`config.mk`:
```
export PLATFORM = sky130hd
export DESIGN_NAME = hazard3_trigger_prog
export DESIGN_NICKNAME = d
export VERILOG_FILES = /design/src/rtl/hazard3_trigger_prog_pkg.sv /design/src/rtl/hazard3_trigger_prog.sv
export SDC_FILE = /design/constraint.sdc
export NUM_CORES = 1
export LEC_CHECK = 0
export CAP_MARGIN = 15
export CORE_UTILIZATION = 30
export DETAILED_ROUTE_END_ITERATION = 8
export DONT_BUFFER_PORTS = 1
export MAX_ROUTING_LAYER = met4
export PLACE_DENSITY = 0.44
export SLEW_MARGIN = 30
export SYNTH_ARGS = -nofsm -noshare
export SYNTH_HDL_FRONTEND = slang
export SYNTH_SLANG_ARGS = --single-unit
```
`constraint.sdc`:
```
create_clock -name clk -period 6 [get_ports clk]
set_clock_uncertainty 0.05 [all_clocks]
set_input_delay 1.5 -clock clk [delete_from_list [all_inputs] [get_ports clk]]
set_output_delay 1.5 -clock clk [all_outputs]
set_load 0.005 [all_outputs]
```
`src/rtl/hazard3_trigger_prog_pkg.sv`:
```
// Shared definitions for the breakpoint trigger programming sequencer:
// response codes, FSM states, trigger CSR addresses and tdata1 field layout.
package hazard3_trigger_prog_pkg;

    typedef enum logic [1:0] {
        ST_OK          = 2'd0,
        ST_NOTRIG      = 2'd1,
        ST_VERIFY_FAIL = 2'd2
    } status_e;

    typedef enum logic [3:0] {
        S_IDLE,
        S_SAVE,
        S_SEL,
        S_PROBE,
        S_DISABLE,
        S_WR2,
        S_WR1,
        S_VER1,
        S_VER2,
        S_RESTORE,
        S_RESP
    } state_e;

    localparam logic [11:0] CSR_TSELECT = 12'h7a0;
    localparam logic [11:0] CSR_TDATA1  = 12'h7a1;
    localparam logic [11:0] CSR_TDATA2  = 12'h7a2;
    localparam logic [11:0] CSR_TINFO   = 12'h7a4;

    localparam int TD1_DMODE   = 27;
    localparam int TD1_ACTION  = 12;
    localparam int TD1_M       = 6;
    localparam int TD1_U       = 3;
    localparam int TD1_EXECUTE = 2;

    localparam logic [31:0] TINFO_BREAKPOINT   = 32'h0000_0004;
    localparam logic [31:0] TDATA1_DISABLED    = 32'h2000_0000;
    // Bits that must read back as written: action, m, u, execute
    localparam logic [31:0] TDATA1_VERIFY_MASK = 32'h0000_104c;

endpackage

```
`src/rtl/hazard3_trigger_prog.sv`:
```
// Sequencer that programs one breakpoint trigger over the CSR config port,
// preserving tselect. Optional readback check: HAZARD3_TRIGGER_PROG_VERIFY_EN.
module hazard3_trigger_prog
    import hazard3_trigger_prog_pkg::*;
#(
    parameter int BREAKPOINT_TRIGGERS = 4,
    parameter int W_DATA              = 32,
    parameter int W_ADDR              = 32
) (
    input  logic              clk,
    input  logic              rst_n,
    input  logic              req_valid,
    output logic              req_ready,
    input  logic [3:0]        req_index,
    input  logic [W_ADDR-1:0] req_addr,
    input  logic              req_enable,
    input  logic              req_action,
    input  logic              req_m,
    input  logic              req_u,
    output logic              rsp_valid,
    input  logic              rsp_ready,
    output logic [1:0]        rsp_status,
    output logic              cfg_req,
    input  logic              cfg_gnt,
    output logic [11:0]       cfg_addr,
    output logic              cfg_wen,
    output logic [W_DATA-1:0] cfg_wdata,
    input  logic [W_DATA-1:0] cfg_rdata
);

    localparam logic [W_DATA-1:0] TINFO_BP_W = W_DATA'(TINFO_BREAKPOINT);

    function automatic logic [31:0] pack_tdata1(input logic action, input logic m,
                                                input logic u, input logic execute);
        logic [31:0] v;
        v              = TDATA1_DISABLED;
        v[TD1_DMODE]   = action;
        v[TD1_ACTION]  = action;
        v[TD1_M]       = m;
        v[TD1_U]       = u;
        v[TD1_EXECUTE] = execute;
        return v;
    endfunction

    state_e              state_q, state_d;
    status_e             status_q, status_d;
    logic [3:0]          idx_q;
    logic [W_ADDR-1:0]   addr_q;
    logic                enable_q, action_q, m_q, u_q;
    logic [W_DATA-1:0]   saved_q;
    logic                wr;
    logic [31:0]         tdata1_val;
    logic                in_range;

    assign tdata1_val = pack_tdata1(action_q, m_q, u_q, enable_q);
    assign in_range   = 32'(req_index) < 32'(BREAKPOINT_TRIGGERS);

    always_ff @(posedge clk or negedge rst_n) begin
        if (!rst_n) begin
            state_q  <= S_IDLE;
            status_q <= ST_OK;
        end else begin
            state_q  <= state_d;
            status_q <= status_d;
        end
    end

    // Request fields and the saved tselect are pure data: no reset needed
    always_ff @(posedge clk) begin
        if (state_q == S_IDLE && req_valid) begin
            idx_q    <= req_index;
            addr_q   <= req_addr;
            enable_q <= req_enable;
            action_q <= req_action;
            m_q      <= req_m;
            u_q      <= req_u;
        end
        if (state_q == S_SAVE && cfg_gnt) begin
            saved_q <= cfg_rdata;
        end
    end

    always_comb begin
        state_d   = state_q;
        status_d  = status_q;
        cfg_req   = 1'b0;
        wr        = 1'b0;
        cfg_addr  = 12'h000;
        cfg_wdata = '0;
        case (state_q)
            S_IDLE: begin
                if (req_valid) begin
                    status_d = in_range ? ST_OK : ST_NOTRIG;
                    state_d  = in_range ? S_SAVE : S_RESP;
                end
            end
            S_SAVE: begin
                cfg_req  = 1'b1;
                cfg_addr = CSR_TSELECT;
                if (cfg_gnt) state_d = S_SEL;
            end
            S_SEL: begin
                cfg_req   = 1'b1;
                wr        = 1'b1;
                cfg_addr  = CSR_TSELECT;
                cfg_wdata = W_DATA'(idx_q);
                if (cfg_gnt) state_d = S_PROBE;
            end
            S_PROBE: begin
                cfg_req  = 1'b1;
                cfg_addr = CSR_TINFO;
                if (cfg_gnt) begin
                    if (cfg_rdata != TINFO_BP_W) begin
                        status_d = ST_NOTRIG;
                        state_d  = S_RESTORE;
                    end else begin
                        state_d  = S_DISABLE;
                    end
                end
            end
            S_DISABLE: begin
                cfg_req   = 1'b1;
                wr        = 1'b1;
                cfg_addr  = CSR_TDATA1;
                cfg_wdata = W_DATA'(TDATA1_DISABLED);
                if (cfg_gnt) state_d = S_WR2;
            end
            S_WR2: begin
                cfg_req   = 1'b1;
                wr        = 1'b1;
                cfg_addr  = CSR_TDATA2;
                cfg_wdata = W_DATA'(addr_q);
                if (cfg_gnt) state_d = S_WR1;
            end
            S_WR1: begin
                cfg_req   = 1'b1;
                wr        = 1'b1;
                cfg_addr  = CSR_TDATA1;
                cfg_wdata = W_DATA'(tdata1_val);
`ifdef HAZARD3_TRIGGER_PROG_VERIFY_EN
                if (cfg_gnt) state_d = S_VER1;
`else
                if (cfg_gnt) state_d = S_RESTORE;
`endif
            end
`ifdef HAZARD3_TRIGGER_PROG_VERIFY_EN
            S_VER1: begin
                cfg_req  = 1'b1;
                cfg_addr = CSR_TDATA1;
                if (cfg_gnt) begin
                    if (((cfg_rdata[31:0] ^ tdata1_val) & TDATA1_VERIFY_MASK) != 32'h0)
                        status_d = ST_VERIFY_FAIL;
                    state_d = S_VER2;
                end
            end
            S_VER2: begin
                cfg_req  = 1'b1;
                cfg_addr = CSR_TDATA2;
                if (cfg_gnt) begin
                    if (cfg_rdata != W_DATA'(addr_q))
                        status_d = ST_VERIFY_FAIL;
                    state_d = S_RESTORE;
                end
            end
`endif
            S_RESTORE: begin
                cfg_req   = 1'b1;
                wr        = 1'b1;
                cfg_addr  = CSR_TSELECT;
                cfg_wdata = saved_q;
                if (cfg_gnt) state_d = S_RESP;
            end
            S_RESP: begin
                if (rsp_ready) state_d = S_IDLE;
            end
            default: state_d = S_IDLE;
        endcase
    end

    assign cfg_wen    = wr & cfg_gnt;
    assign req_ready  = (state_q == S_IDLE);
    assign rsp_valid  = (state_q == S_RESP);
    assign rsp_status = status_q;

endmodule
```
# --- Yosys cells after proc, flatten, opt, wreduce, memory -nomap -nowiden ---
# Cells that the tools add are included.
# W data, S select, Z words.
totals:
  elab_cells: 61
  register_bits: 78
op_classes:
  order_cmp: 1
  mux: 21
  eq_ne: 19
  n_bitwise: 1
  n_reduce_logical: 10
op_table:
  columns: ["op", "count"]
  rows:
  - ["$pmux W32 S5", 1]
  - ["$mux W4", 11]
  - ["$pmux W11 S4", 1]
  - ["$pmux W4 S9", 1]
  - ["$ne A32 B3 Y1 const B", 1]
  - ["$ne A2 B2 Y1 const B", 9]
  - ["$eq A4 B3 Y1 const B", 3]
  - ["$reduce_and A9 Y1", 1]
  - ["$eq A4 B2 Y1 const B", 2]
  - ["$eq A4 B4 Y1 const B", 2]
  - ["$reduce_or A7 Y1", 1]
  - ["$mux W2", 3]
  - ["$reduce_or A5 Y1", 1]
  - ["$eq A4 B1 Y1 const B", 1]
  - ["$logic_not A4 Y1", 1]
  - ["$lt A4 B3 Y1 const B", 1]
  - ["$pmux W2 S2", 1]
  - ["$reduce_and A4 Y1", 1]
  - ["$mux W1", 3]
  - ["$reduce_or A3 Y1", 1]
  - ["$logic_and A1 B1 Y1", 2]
  - ["$ne A2 B1 Y1 const B", 1]
  - ["$reduce_bool A2 Y1", 1]
  - ["$reduce_or A2 Y1", 1]
  - ["$and A1 B1 Y1", 1]

# --- Logic depth before layout (Yosys ltp) ---
logic_depth:
  ltp_word: 4
  depth_mapped: 6

# --- Worst setup path before layout ---
# Ideal clock, no wire load.
synth_timing:
  path_type: "input-to-output"
  from: "input cfg_gnt"
  to: "output cfg_wen"
  required_time_ns: 4.450
  n_path_buf: 0
  arrival_time_ns: 1.607
  slack_ns: 2.843
  stages: 1
  cell_sequence: "o21a_1"
synth_via:
  elab_chain_cells: 1
synth_lines:
  columns: ["element", "line", "rtl"]
  rows:
  - ["start, declared", "hazard3_trigger_prog.sv:24", "input logic cfg_gnt,"]
  - ["$and A1 B1 Y1", "hazard3_trigger_prog.sv:180", "assign cfg_wen = wr & cfg_gnt;"]
  - ["end, declared", "hazard3_trigger_prog.sv:26", "output logic cfg_wen,"]
# No other way between the ends.

# --- Final worst setup path ---
layout_timing:
  from: "register state_q[2]"
  to: "output cfg_wdata[18]"
layout_via:
  elab_chain_cells: 2
layout_lines:
  columns: ["element", "line", "rtl"]
  rows:
  - ["start, declared", "hazard3_trigger_prog.sv:45", "state_e state_q, state_d;"]
  - ["start signal, assigned", "hazard3_trigger_prog.sv:63", "state_q <= state_d;"]
  - ["$eq A4 B4 Y1 (tied with other cells)", "hazard3_trigger_prog.sv:90", "case (state_q)"]
  - ["$pmux W32 S5 *", "hazard3_trigger_prog.sv:90", null]
  - ["end, declared", "hazard3_trigger_prog.sv:27", "output logic [W_DATA-1:0] cfg_wdata,"]
# Mark *: on every way between the ends. The rest lies on a longest branch, timed or not.

==> impl_results.md <==
* Cells along the critical path: nand2b_1 > nor2_2 > buf_4 > a22o_1
* Fill cells at between 1k and 1.5k
* CTS root buffer: clkbuf_8
* Mapped Cells at 222
* CTS Buf Count at 9
* Tmin final at 4.12 ns
* Clock sinks at 77
* Layout cell share with drive strength beyond 1 at 0.126
* CTS Hold Bufs at 0
* Post-CTS sizing at 0
* Initial antenna violation count at 0
* Final period util at 0.687
* Hold Path Class: flop to flop
* CP top delay family: flip-flops
* Final-report max-slew violation count at 0
* Vert. Die Dim at 106 um
* Flop2flop setup slack at 3.50 ns
* EDFF count, synth at approximately 70
* DR WL/cell at roughly 22 um
* Slew headroom at 0.385
* Die X at 106 um
* CTS tree: built
* Gr usage total at 0.148
* Pwr dens at approximately 400 nW/um^2
* Leak pwr at about 1.1 nW
* First-pass GRT wire length at 11,500 um
* Crit. End Element: output port
* Critical-path maximum fanout at 23
* Area of the multi-input gates at about 850 um^2
* Vias in the first global route at 1,985
* Placer Congestion at 0.751
* Largest net degree at the start of global routing at 41
* Async set or reset register ratio after synthesis at 0.0649
* Logic pwr share at 0.219
* Clk pwr share at 0.263
* Worst skew pair latency at 0.34 ns
* Vias at around 1.9k
* Total chip power at 1.44 mW
* CP bufs+invs at 1
* Synthesized flop and latch total at 77
* Drt initial violations at 119
* IO buf count at 0
* Achievable frequency at ~240 MHz
* Post-synthesis sequential area ratio at 0.701
* Status: finished clean
* Worst Slack Setup Final at 1.88 ns
* DRT Pass-1 Iters at 4
* Initial Util at 0.313
* Psw at 0.453 mW
* Antenna cell count at 0
* Maximum vdd drop at roughly 210 uV
* Detailed Route WL at 7740 um
* Clk slew on worst S/H paths at 0.08 ns
* Post-Syn Area at roughly 3300 um^2
* Count of cell types in the netlist at 41
* Core Region at 10,400 um^2
* Worst Setup Slack post-DPL at around 2.2 ns
* Die area at 11,300 um^2
* Sequential share of power at 0.518
* WP data arrival at 2.57 ns
* RSZ-0062 raised after global routing: false
* Total grt overflow at 0
* Clock Path Buffers at 2
* Via/cell ratio at 5.18
* Crit path from: state_q[2]
* Slowest-stage cell, CP: dfrtp_1
* Peak per-stage delay on the critical path at 0.88 ns
* Synth Flop Type: edfxtp_1
* Syn Area/Cell at around 15 um^2
* Nets@finish at 295
* Fin Setup TNS at 0 ns
* Switching Share at 0.314
* FF/Latch Area at ~2300 um^2
* Final setup fails at 0
* Worst EP required at 4.45 ns
* Worst flop-to-flop path startpoint: state_q[0]
* Worst hold start: rsp_status[0]
* Dpl hpwl at 5380 um
* Internal Power at 0.991 mW
* Setup Buffers After CTS at 0
* Crit path launch type: flop
* Worst Tran Pin Value at 0.921 ns
* Row cnt at 37
* Area grow syn2layout at 8.09%
* Number of remaining DRC errors at 0
* Synth warnings at 0
* Number of max-cap violations at 0
* CTS HTree Levels at 3
* Final hold vios at 0
* # IOs at 127
* Kind of critical path: flop to output port
* Detail Route Antenna Nets at 0
[per-layer routing]
layer,global-route usage,vias up,wire length (um)
met3,0.0576,10,686
met2,0.226,94,3810
met1,0.171,897,3120
met4,0.0645,0,126
met5,-,-,0
li1,-,857,-
[worst paths after layout]
check | endpoint | depth (start not counted)
min | rsp_status[0] | 2
max | cfg_wdata[18] | 4
max reg2reg | addr_q[22] | 4
min in group asynchronous | rsp_status[0] | 0
min reg2reg | rsp_status[0] | 2
max in group asynchronous | state_q[3] | 0
[kinds of logic (layout without fill, tap and decap cells)]
family                 count (synthesis)  after routing  share of synthesized area
AOI/OAI and AO/OA                     60             60                      0.156
buffers and inverters                 26             23                     0.0456
DFF                                   77             77                      0.701
muxes                                  2              2                    0.00614
other                                  1              5                    0.00115
and+or+nand+nor                       56             56                     0.0905
[power groups by stage]
stage / Sequential, mW / Combinational [mW] / Clock, mW
after detailed placement: 0.760 / 0.322 / 0
after CTS: 0.749 / 0.323 / 0.393
after floorplan: 0.717 / 0.317 / 0
after global routing: 0.759 / 0.359 / 0.416
after global placement: 0.763 / 0.320 / 0
final: 0.747 / 0.317 / 0.380
[final cells by class]
type,instances,share of cell area
Sequential cell,77,0.648
Multi-Input combinational cell,123,0.240
Tap cell,136,0.0482
Clock buffer,9,0.0351
Clock inverter,7,0.0188
Inverter,5,0.00532
Timing Repair Buffer,2,0.00426
[sequential cells by signal (all words and copies together) (netlist names)]
register,flops
action_q,1
rsp_status,1
idx_q,4
state_q,4
u_q,1
enable_q,1
addr_q,32
m_q,1
saved_q,32
[layout by cell type (no fill, tap or decap), types with 3 or more instances in the layout]
cell type | Yosys | layout
edfxtp_1 | 72 | 72
a22o_1 | 25 | 25
nor2_1 | 14 | 13
nand2_1 | 12 | 12
clkbuf_8 | 0 | 9
nor4_1 | 7 | 7
nand2b_1 | 5 | 5
a21oi_1 | 5 | 5
o21ai_0 | 5 | 5
nor3_1 | 5 | 5
conb_1 | 1 | 5
dfrtp_1 | 5 | 5
inv_1 | 5 | 4
a221o_1 | 4 | 4
a22oi_1 | 3 | 3
[Yosys cell counts, types with 2 or more instances]
cell type / number / area share
edfxtp_1: 72 / 0.66
a22o_1: 25 / 0.067
nor2_1: 14 / 0.016
nand2_1: 12 / 0.014
buf_2: 11 / 0.017
buf_4: 10 / 0.023
nor4_1: 7 / 0.013
a21oi_1: 5 / 0.0077
dfrtp_1: 5 / 0.038
inv_1: 5 / 0.0058
nand2b_1: 5 / 0.0096
nor3_1: 5 / 0.0077
o21ai_0: 5 / 0.0077
a221o_1: 4 / 0.012
a22oi_1: 3 / 0.0069
and3_1: 3 / 0.0058
a211oi_2: 2 / 0.0077
a32oi_1: 2 / 0.0054
mux2i_1: 2 / 0.0061
nand4_1: 2 / 0.0038
o21ai_2: 2 / 0.0054
o311a_1: 2 / 0.0061
[tightest hold or removal path: cells and delay by family, from the launching register on]
family,cells,cell delay (ns)
AO/OA/AOI/OAI,1,0.06
flip-flops,1,0.37
AND/OR/NAND/NOR,1,0.06
[per-stage QoR]
stage	utilization	cells	instance area, um^2	hold slack [ns]
after floorplan	-	226	3280	0.429
after global placement	0.320	343	3340	0.459
after detailed placement	0.320	343	3340	0.462
after CTS	0.339	359	3530	0.487
after global routing	0.339	359	3530	0.509
final	0.339	359	3530	0.476
Note: power is estimated with default switching activity, not from simulation.
